--- src/rtl/if_id_skid_reg.sv ---
// IF->ID pipeline register with a valid/ready handshake and a 2-entry skid buffer.
// Upstream ready and downstream valid are flops; flush squashes all held entries.
module if_id_skid_reg #(
    parameter int PC_W    = 32,
    parameter int INSTR_W = 32,
    parameter int CNT_W   = 16
) (
    input  logic               clk,
    input  logic               rst,
    input  logic               flush,
    input  logic               in_valid,
    output logic               in_ready,
    input  logic [PC_W-1:0]    in_pc,
    input  logic [INSTR_W-1:0] in_instr,
    output logic               freez,
    output logic               out_valid,
    input  logic               out_ready,
    output logic [PC_W-1:0]    out_pc,
    output logic [INSTR_W-1:0] out_instr,
    output logic [CNT_W-1:0]   stall_count
);

    typedef enum logic [1:0] {
        EMPTY = 2'd0,
        ONE   = 2'd1,
        FULL  = 2'd2
    } state_t;

    state_t             state_reg, state_next;
    logic [PC_W-1:0]    main_pc_reg, main_pc_next;
    logic [INSTR_W-1:0] main_instr_reg, main_instr_next;
    logic [PC_W-1:0]    skid_pc_reg, skid_pc_next;
    logic [INSTR_W-1:0] skid_instr_reg, skid_instr_next;
    logic               in_ready_reg;
    logic               out_valid_reg;
    logic [CNT_W-1:0]   stall_count_reg;
    logic               accept;
    logic               deliver;

    assign accept  = in_valid && in_ready_reg;
    assign deliver = out_valid_reg && out_ready;

    always_comb begin
        state_next      = state_reg;
        main_pc_next    = main_pc_reg;
        main_instr_next = main_instr_reg;
        skid_pc_next    = skid_pc_reg;
        skid_instr_next = skid_instr_reg;
        if (flush) begin
            // Squash wins over any handshake happening in the same cycle.
            state_next      = EMPTY;
            main_pc_next    = '0;
            main_instr_next = '0;
            skid_pc_next    = '0;
            skid_instr_next = '0;
        end else begin
            case (state_reg)
                EMPTY: begin
                    if (accept) begin
                        main_pc_next    = in_pc;
                        main_instr_next = in_instr;
                        state_next      = ONE;
                    end
                end
                ONE: begin
                    if (accept && deliver) begin
                        main_pc_next    = in_pc;
                        main_instr_next = in_instr;
                    end else if (accept) begin
                        skid_pc_next    = in_pc;
                        skid_instr_next = in_instr;
                        state_next      = FULL;
                    end else if (deliver) begin
                        state_next = EMPTY;
                    end
                end
                FULL: begin
                    if (deliver) begin
                        main_pc_next    = skid_pc_reg;
                        main_instr_next = skid_instr_reg;
                        state_next      = ONE;
                    end
                end
                default: state_next = EMPTY;
            endcase
        end
    end

    always_ff @(posedge clk) begin
        if (rst) begin
            state_reg       <= EMPTY;
            main_pc_reg     <= '0;
            main_instr_reg  <= '0;
            skid_pc_reg     <= '0;
            skid_instr_reg  <= '0;
            in_ready_reg    <= 1'b1;
            out_valid_reg   <= 1'b0;
            stall_count_reg <= '0;
        end else begin
            state_reg      <= state_next;
            main_pc_reg    <= main_pc_next;
            main_instr_reg <= main_instr_next;
            skid_pc_reg    <= skid_pc_next;
            skid_instr_reg <= skid_instr_next;
            // Handshake flags are registered copies of the next-state decode.
            in_ready_reg   <= (state_next != FULL);
            out_valid_reg  <= (state_next != EMPTY);
            if (out_valid_reg && !out_ready && (stall_count_reg != {CNT_W{1'b1}}))
                stall_count_reg <= stall_count_reg + CNT_W'(1);
        end
    end

    assign in_ready    = in_ready_reg;
    assign freez       = !in_ready_reg;
    assign out_valid   = out_valid_reg;
    assign out_pc      = main_pc_reg;
    assign out_instr   = main_instr_reg;
    assign stall_count = stall_count_reg;

endmodule
--- config.mk ---
export PLATFORM = sky130hd
export DESIGN_NAME = if_id_skid_reg
export DESIGN_NICKNAME = d
export VERILOG_FILES = /design/src/rtl/if_id_skid_reg.sv
export SDC_FILE = /design/constraint.sdc
export NUM_CORES = 1
export LEC_CHECK = 0
export ABC_CLOCK_PERIOD_IN_PS = 2800
export BUFFER_PORTS_ARGS = -buffer_cell sky130_fd_sc_hd__buf_2
export CELL_PAD_IN_SITES_DETAIL_PLACEMENT = 0
export CELL_PAD_IN_SITES_GLOBAL_PLACEMENT = 2
export CORE_MARGIN = 5
export CORE_UTILIZATION = 33
export CTS_CLUSTER_SIZE = 30
export DETAILED_ROUTE_END_ITERATION = 6
export PLACE_DENSITY = 0.92
export SLEW_MARGIN = 0
export SYNTH_ARGS = -nofsm -noshare
export SYNTH_HDL_FRONTEND = slang
export SYNTH_SLANG_ARGS = --single-unit
--- constraint.sdc ---
create_clock -name clk -period 2.8 [get_ports clk]
set_input_delay 0.56 -clock clk [delete_from_list [all_inputs] [get_ports clk]]
set_output_delay 0.56 -clock clk [all_outputs]
set_load 0.1 [all_outputs]
==> reports/results.txt, run 1 <==
The first routing iteration left 226 violations. In the global route stage, met1 resource usage came out at 20.10%. The library cell used most frequently in the layout, excluding fill and tap cells, is buf_2.

The largest buffer count on any clock path was 2. Cell type with the highest aggregate area in the netlist: dfxtp_1. The worst-case IR drop observed on VDD is 413.0 uV. TritonCTS built the clock tree. In this run, synthesis inferred 0 flip-flops with an integrated enable. The count of buffers added on input and output ports is 151. The number of gates given a new drive strength after cts is 0, and the aggregate routed wire length is 16780 um. For this run, the total global-route usage over all layers was measured as 15.75%. After floorplanning, the core was sized to cover 18020 um^2.

Entering global routing, the biggest net connects 66 pins. The via-per-instance ratio came out at 5.109. The overall power of the completed layout came out at 5.182 mW. The worst setup path is captured at a flip-flop. The max-slew violation count is 0. The Yosys step of the flow raised 0 warnings.

The placed instances occupy a cell area of 7032 um^2. The TritonCTS sink count came out at 148. The latest clock arrival within the worst-skew pair is 410 ps, and the routed length per placed instance is 15.95 um.

The final estimated routing congestion in global placement was 0.7371. The worst hold path belongs to the class input port to flip-flop. In this run the clock root is driven by a clkbuf_16. The tools report the number of endpoints with negative hold slack in the final report as 0.

After clock tree synthesis, the clock-pin slew on the worst setup and hold paths is 60 ps. The tools report the number of setup buffers added after CTS as 0. Global routing used 4.677% of the available met3 tracks. The run gives 502.4 MHz as the fmax. The areal power density over the cells works out to 682.3 nW/um^2.

By area the synthesized netlist is led by dfxtp_1 49%, mux2i_1 11%, nand2_1 8.6%. Final cell area excluding filler cells: 7595 um^2. The via count is 5375. The number of different library cells used by synthesis comes to 42. Setup repair after global routing left no endpoint under its margin.

After global routing the overflow that remains totals 0. For met2 alone, demand over resource in global routing was 26.06%. The worst hold path passes through 3 cells. The number of antenna repair diodes came out at 0. The most utilized layer in the global route result is met2. The fraction of layout cells with a size suffix above 1 was 24.54%; the fraction of synthesis flops using an asynchronous set or reset pin was 0%.

For the wire length of the first global-routing pass, the log shows 27680 um. The cell count of the worst reg-to-reg path is 5, and the count of fill cells added during filler insertion is 1853. For this design, the CTS-stage hold fixing added 0 buffers. Across the whole layout, storage elements account for 2963 um^2. When the netlist entered floorplanning its net count stood at 762. The analysis attributes to cell leakage a power of 3.337 nW.

The relative area change from synthesis to final layout was 25.70%. Among all flip-flop cells after synthesis, the most frequent one is dfxtp_1. The number of placement rows came out at 49.

At the end of the flow, the number of nets in the layout was 883. Subtracting the final worst setup slack from the clock period gives 1990 ps. The die outline area is 21120 um^2, and the required time reported for the critical path endpoint is 3120 ps. The logs give 0 for the initial antenna violation count and 2867 um^2 for the area occupied by multi-input gates.

The top cell types in the final layout, fill and taps aside, are 151 x buf_2, 148 x dfxtp_1, 138 x nand2_1. The y dimension of the die came out at 145.3 um. The critical path is of the flip-flop to flip-flop type.

Pin placement for this block handled 152 I/O pins. Counting flops and latches in the post-synthesis netlist gives 148. Cells fill 42.14% of the core in the end. After legalization and detailed placement, the total HPWL measured 10390 um.

Actual transition at the worst max-transition pin: 834.0 ps. The slack of the worst reg-to-reg path is 810 ps. The number of clock buffers added by TritonCTS is 17. The fraction of post-synthesis cell area in the top cell type by area came out at 49.04%.

Max-cap violations in this run came to 0. The relative max-transition margin was 44.40%. Once the floorplan was initialized, standard cells occupied 33.52% of the core.

The logs give 0 for the DRC violations left and 0 for the count of antenna-violating nets left after detailed routing. The mean post-synth cell area is 8.731 um^2. The clock tree synthesis step divided the H-tree into 4 levels. The run gives 2310 ps as the data arrival time at the worst-slack endpoint. The number of global-route vias before repair was 5339; the clock tree skew after final layout was 8.153 ps. The first detailed-routing pass ran for 4 iterations. The worst setup path is launched from a flip-flop. Summing the sequential cell areas from Yosys gives 49.04% of the chip area.

Of all nets on the critical path, the largest fanout is 65. The netlist area before placement was 6042 um^2. After technology mapping, the gate count stands at 692. For the final routed database, the setup TNS stands at 0 ps. The tools report the total setup violations reported at the end of the flow as 0. The final cycle utilization of the critical path works out to 71.08%. The run finished with clean final reports.

The die span in x works out to 145.3 um.
Yosys cell counts, types with 2 or more instances:
library cell  instances
dfxtp_1             148
nand2_1             138
a21oi_1              75
nor3_1               67
a211oi_1             66
mux2i_1              65
clkbuf_1             48
nor2_1               12
nand3_1               7
buf_1                 6
buf_2                 6
or3_1                 6
o21ai_0               5
inv_1                 4
nand4_1               4
nor4_1                3
and3_1                2
mux2_2                2
nand2b_1              2
nor2b_1               2
o41ai_1               2
or2_2                 2
final cells by class:
type | count | area share [%]
Inverter | 4 | 0.1977
Clock inverter | 9 | 1.400
Clock buffer | 20 | 6.013
Sequential cell | 148 | 39.01
Timing Repair Buffer | 162 | 11.86
Multi-Input combinational cell | 480 | 37.74
Tap cell | 229 | 3.773
metal layers:
metal  vias up  share of wire (%)
met5         -                  0
met2       105                 47
met4         0               0.86
met1      2562                 48
li1       2700                  -
met3         8                4.4
report_power, final:
part	total, mW	internal (mW)	switching (mW)
Sequential	2.20	2.16	0.0349
Clock	2.21	1.34	0.864
Combinational	0.777	0.175	0.601
through the flow:
stage               worst slack [ps]  std cells  hold slack, ps
detailed placement             610.4       1023           445.6
floorplan                      275.7        692           435.7
finish                         809.6       1052           387.3
global placement               645.3       1023           440.5
CTS                            816.8       1052           364.4
global route                   666.6       1052           375.6
logic make-up (layout without fill, tap and decap cells):
group                    after synthesis  after routing  share of synthesized area [%]
AO/OA/AOI/OAI                        157            157                          16.36
XOR/XNOR                               1              1                         0.1450
adder cells (fa/ha/maj)                1              1                         0.2070
buffers and inverters                 64            195                          4.100
flip-flops                           148            148                          49.04
multiplexers                          67             67                          11.14
AND/OR/NAND/NOR                      254            254                          19.01
worst paths after layout:
check,start,endpoint
max,state_reg[1]$_SDFF_PP0_,out_pc[11]$_SDFFE_PP0P_
min reg2reg,skid_pc_reg[8]$_SDFFE_PP0P_,skid_pc_reg[8]$_SDFFE_PP0P_
min,in_pc[20],skid_pc_reg[20]$_SDFFE_PP0P_
max reg2reg,state_reg[1]$_SDFF_PP0_,out_pc[11]$_SDFFE_PP0P_
critical path, cell delays in order (launching register included):
cell and delay, ps:
dfxtp_1 370, nand3b_1 290, a21oi_4 170, buf_4 640
nor3_1 110, a211oi_1 260
(Power assumes the default switching activity.)
==> inputs of run 2 (changes only) <==
--- a/config.mk
+++ b/config.mk
@@ -5,15 +5,15 @@
 export SDC_FILE = /design/constraint.sdc
 export NUM_CORES = 1
 export LEC_CHECK = 0
-export ABC_CLOCK_PERIOD_IN_PS = 2800
+export ABC_CLOCK_PERIOD_IN_PS = 2000
 export BUFFER_PORTS_ARGS = -buffer_cell sky130_fd_sc_hd__buf_2
 export CELL_PAD_IN_SITES_DETAIL_PLACEMENT = 0
 export CELL_PAD_IN_SITES_GLOBAL_PLACEMENT = 2
 export CORE_MARGIN = 5
-export CORE_UTILIZATION = 33
+export CORE_UTILIZATION = 31
 export CTS_CLUSTER_SIZE = 30
 export DETAILED_ROUTE_END_ITERATION = 6
-export PLACE_DENSITY = 0.92
+export PLACE_DENSITY = 0.87
 export SLEW_MARGIN = 0
 export SYNTH_ARGS = -nofsm -noshare
 export SYNTH_HDL_FRONTEND = slang
==> constraint.sdc (replaced) <==
create_clock -name clk -period 2 [get_ports clk]
set_input_delay 0.4 -clock clk [delete_from_list [all_inputs] [get_ports clk]]
set_output_delay 0.4 -clock clk [all_outputs]
set_load 0.1 [all_outputs]
==> reports/results.txt, run 2 (synthesized netlist as in run 1, its figures left out) <==
The tools report the leakage power as 3.462 nW (was 3.337 nW). The clock transition at the register clock pins on the worst setup and hold paths after CTS is 60 ps (about the same). The initial antenna violation count was 0 (unchanged). The via-per-instance ratio is 4.918 (was 5.109), and the total setup violations reported at the end of the flow is 0 (unchanged). For the largest net degree at the start of global routing, the log shows 59 (was 66).

DRC violations left: 0 (unchanged). The run gives 2 (unchanged) as the largest buffer count on any clock path. The tools report the peak supply drop as 567.0 uV (was 413.0 uV). The critical-path maximum fanout was 8 (was 65); the count of fill cells added during filler insertion was 1969 (was 1853). The violation count after the first detailed-route iteration was 227 (was 226); the area occupied by multi-input gates was 2867 um^2 (unchanged). The routed length per placed instance is 15.54 um (was 15.95 um), and the latest clock arrival within the worst-skew pair is 420 ps (was 410 ps).

The tools report the initial core utilization as 31.25% (was 33.52%). Aggregate routed wire length: 17190 um (was 16780 um). The tools report the die outline area as 22380 um^2 (was 21120 um^2). The final cycle utilization of the critical path was 88.26% (was 71.08%); the number of port buffers was 151 (unchanged). For the count of boundary I/O pins, the log shows 152 (unchanged). The overall global routing resource usage came out at 15.50% (was 15.75%). The tools report the kind of end point of the critical path as a flip-flop (unchanged). The final worst setup slack is 234.8 ps (was 809.6 ps). The via count is 5439 (was 5375), and the data arrival time at the worst-slack endpoint is 2110 ps (was 2310 ps). Setup repair after global routing left no endpoint under its margin. The relative area change from synthesis to final layout works out to 30.19% (was 25.70%).

The kind of path behind the tightest hold check is input port to flip-flop (unchanged). Clock tree skew after final layout: 7.102 ps (was 8.153 ps). The number of global-route vias before repair came out at 5215 (was 5339). The final estimated routing congestion in global placement was 0.7123 (was 0.7371); the number of setup buffers added after CTS was 0 (unchanged).

The tools report the max-slew violation count as 0 (unchanged). The sort of element at the start of the critical path is a flip-flop (unchanged). The required time reported for the critical path endpoint is 2350 ps (was 3120 ps), and the number of gates given a new drive strength after cts is 0 (unchanged). For the minimum setup slack after placement, the log shows 76.78 ps (was 610.4 ps). The logs give 148 (unchanged) for the TritonCTS sink count and 17 (unchanged) for the CTS buffer count.

Storage element area: 2990 um^2 (was 2963 um^2). The run gives 898 (was 883) as the final net count. The areal power density over the cells works out to 961.9 nW/um^2 (was 682.3 nW/um^2). H-tree depth reported by CTS: 4 (unchanged). The actual transition at the worst max-transition pin came out at 519.0 ps (was 834.0 ps). The die span in x works out to 149.6 um (was 145.3 um). The core region area is 19330 um^2 (was 18020 um^2), and the relative max-transition margin is 65.64% (was 44.40%). The y dimension of the die was 149.6 um (was 145.3 um). The number of antenna repair diodes was 0 (unchanged). The number of max-cap violations came out at 0 (unchanged).

The most common library cell in the layout ignoring fill and taps was buf_2 (unchanged). The final global-route overflow total came out at 0 (unchanged). The fmax was 566.5 MHz (was 502.4 MHz); the post-route minimum period was 1765 ps (was 1990 ps).

The number of buffers added to fix hold violations after cts came out at 0 (unchanged). The flow ran to the end, and the final reports show no timing, DRC or antenna violations. The slack of the worst reg-to-reg path was 230 ps (was 810 ps). TritonCTS built the clock tree. The wire length of the first global-routing pass was 27780 um (was 27680 um); the fraction of layout cells with a size suffix above 1 was 28.18% (was 24.54%). The root buffer cell was clkbuf_16 (unchanged). Most used cells in the layout excluding fill and tap cells: 151 x buf_2, 138 x nand2_1, 130 x dfxtp_1 (was 151 x buf_2, 148 x dfxtp_1, 138 x nand2_1).

The tools report the number of endpoints with negative hold slack in the final report as 0 (unchanged). For the count of placed standard cells in the final layout, fillers left out, the log shows 1106 (was 1052). The run gives 1074 (was 1023) as the post-placement cell count. The tools report the number of placement rows as 51 (was 49).

The run gives 5 (was 4) as the first-pass iteration count of the detailed router. The run gives 10860 um (was 10390 um) as the final HPWL from detailed placement. The run gives 0 (unchanged) as the count of antenna-violating nets left after detailed routing.

The type of the worst setup path is flip-flop to flip-flop (unchanged).
==> run 2: changes by cell type in the layout (fill, tap and decap cells not counted) <==
| cell | before | now |
|---|---|---|
| dfxtp_1 | 148 | 130 |
| dfxtp_2 | 0 | 16 |
| buf_4 | 6 | 18 |
| buf_12 | 5 | 8 |
| bufinv_16 | 2 | 4 |
| clkbuf_8 | 2 | 0 |
| dfxtp_4 | 0 | 2 |
| clkbuf_1 | 1 | 2 |
| clkinv_2 | 3 | 4 |
| clkinvlp_4 | 3 | 2 |
| inv_4 | 0 | 1 |
| inv_6 | 1 | 2 |
==> run 2: layout make-up <==
type / instances / area share [%]
clock inverters: 13 / 2.275
inverters: 4 / 0.1909
well taps: 265 / 4.215
flip-flops and latches: 148 / 38.01
repair buffers: 177 / 13.36
clock buffers: 19 / 5.503
multi-input cells: 480 / 36.44
==> run 2: final timing paths <==
kind                               endpoint  cells after the start                            from
max            stall_count[15]$_SDFFE_PP0P_                      4            out_valid$_SDFF_PP0_
max reg2reg    stall_count[15]$_SDFFE_PP0P_                      4            out_valid$_SDFF_PP0_
min          skid_instr_reg[1]$_SDFFE_PP0P_                      3                     in_instr[1]
min reg2reg  skid_instr_reg[6]$_SDFFE_PP0P_                      2  skid_instr_reg[6]$_SDFFE_PP0P_
==> run 2: critical path, cell delays in order, from the launching register on <==
cell	delay [ps]
dfxtp_2	390
and4b_1	240
or4b_4	510
or4_1	410
a21oi_1	150
==> run 2: metrics by stage <==
stage	TNS, ps	util [%]	power, mW	cell area [um^2]	hold WS [ps]
2_1_floorplan	-209.7	-	3.956	6070	435.7
3_3_place_gp	0	37.52	4.252	7254	440.7
3_5_place_dp	0	37.52	4.256	7254	445.6
4_1_cts	0	40.68	7.660	7866	210.1
5_1_grt	0	40.68	7.871	7866	212.9
6_report	0	40.68	7.567	7866	225.0
==> run 2: routing by layer <==
metal	routed length, um	up-vias	share of wire [%]	global-route usage (%)
met5	0	-	0	0
met4	200	0	1.2	4.805
met3	817	12	4.8	4.149
met2	8032	102	47	24.64
met1	8138	2592	47	20.61
li1	-	2733	-	-
==> run 2: power by group <==
group | total (mW) | switching, mW | internal (mW)
Clock | 3.39 | 1.30 | 2.09
Sequential | 3.08 | 0.0482 | 3.03
Combinational | 1.10 | 0.842 | 0.262
Total | 7.57 | 2.19 | 5.38
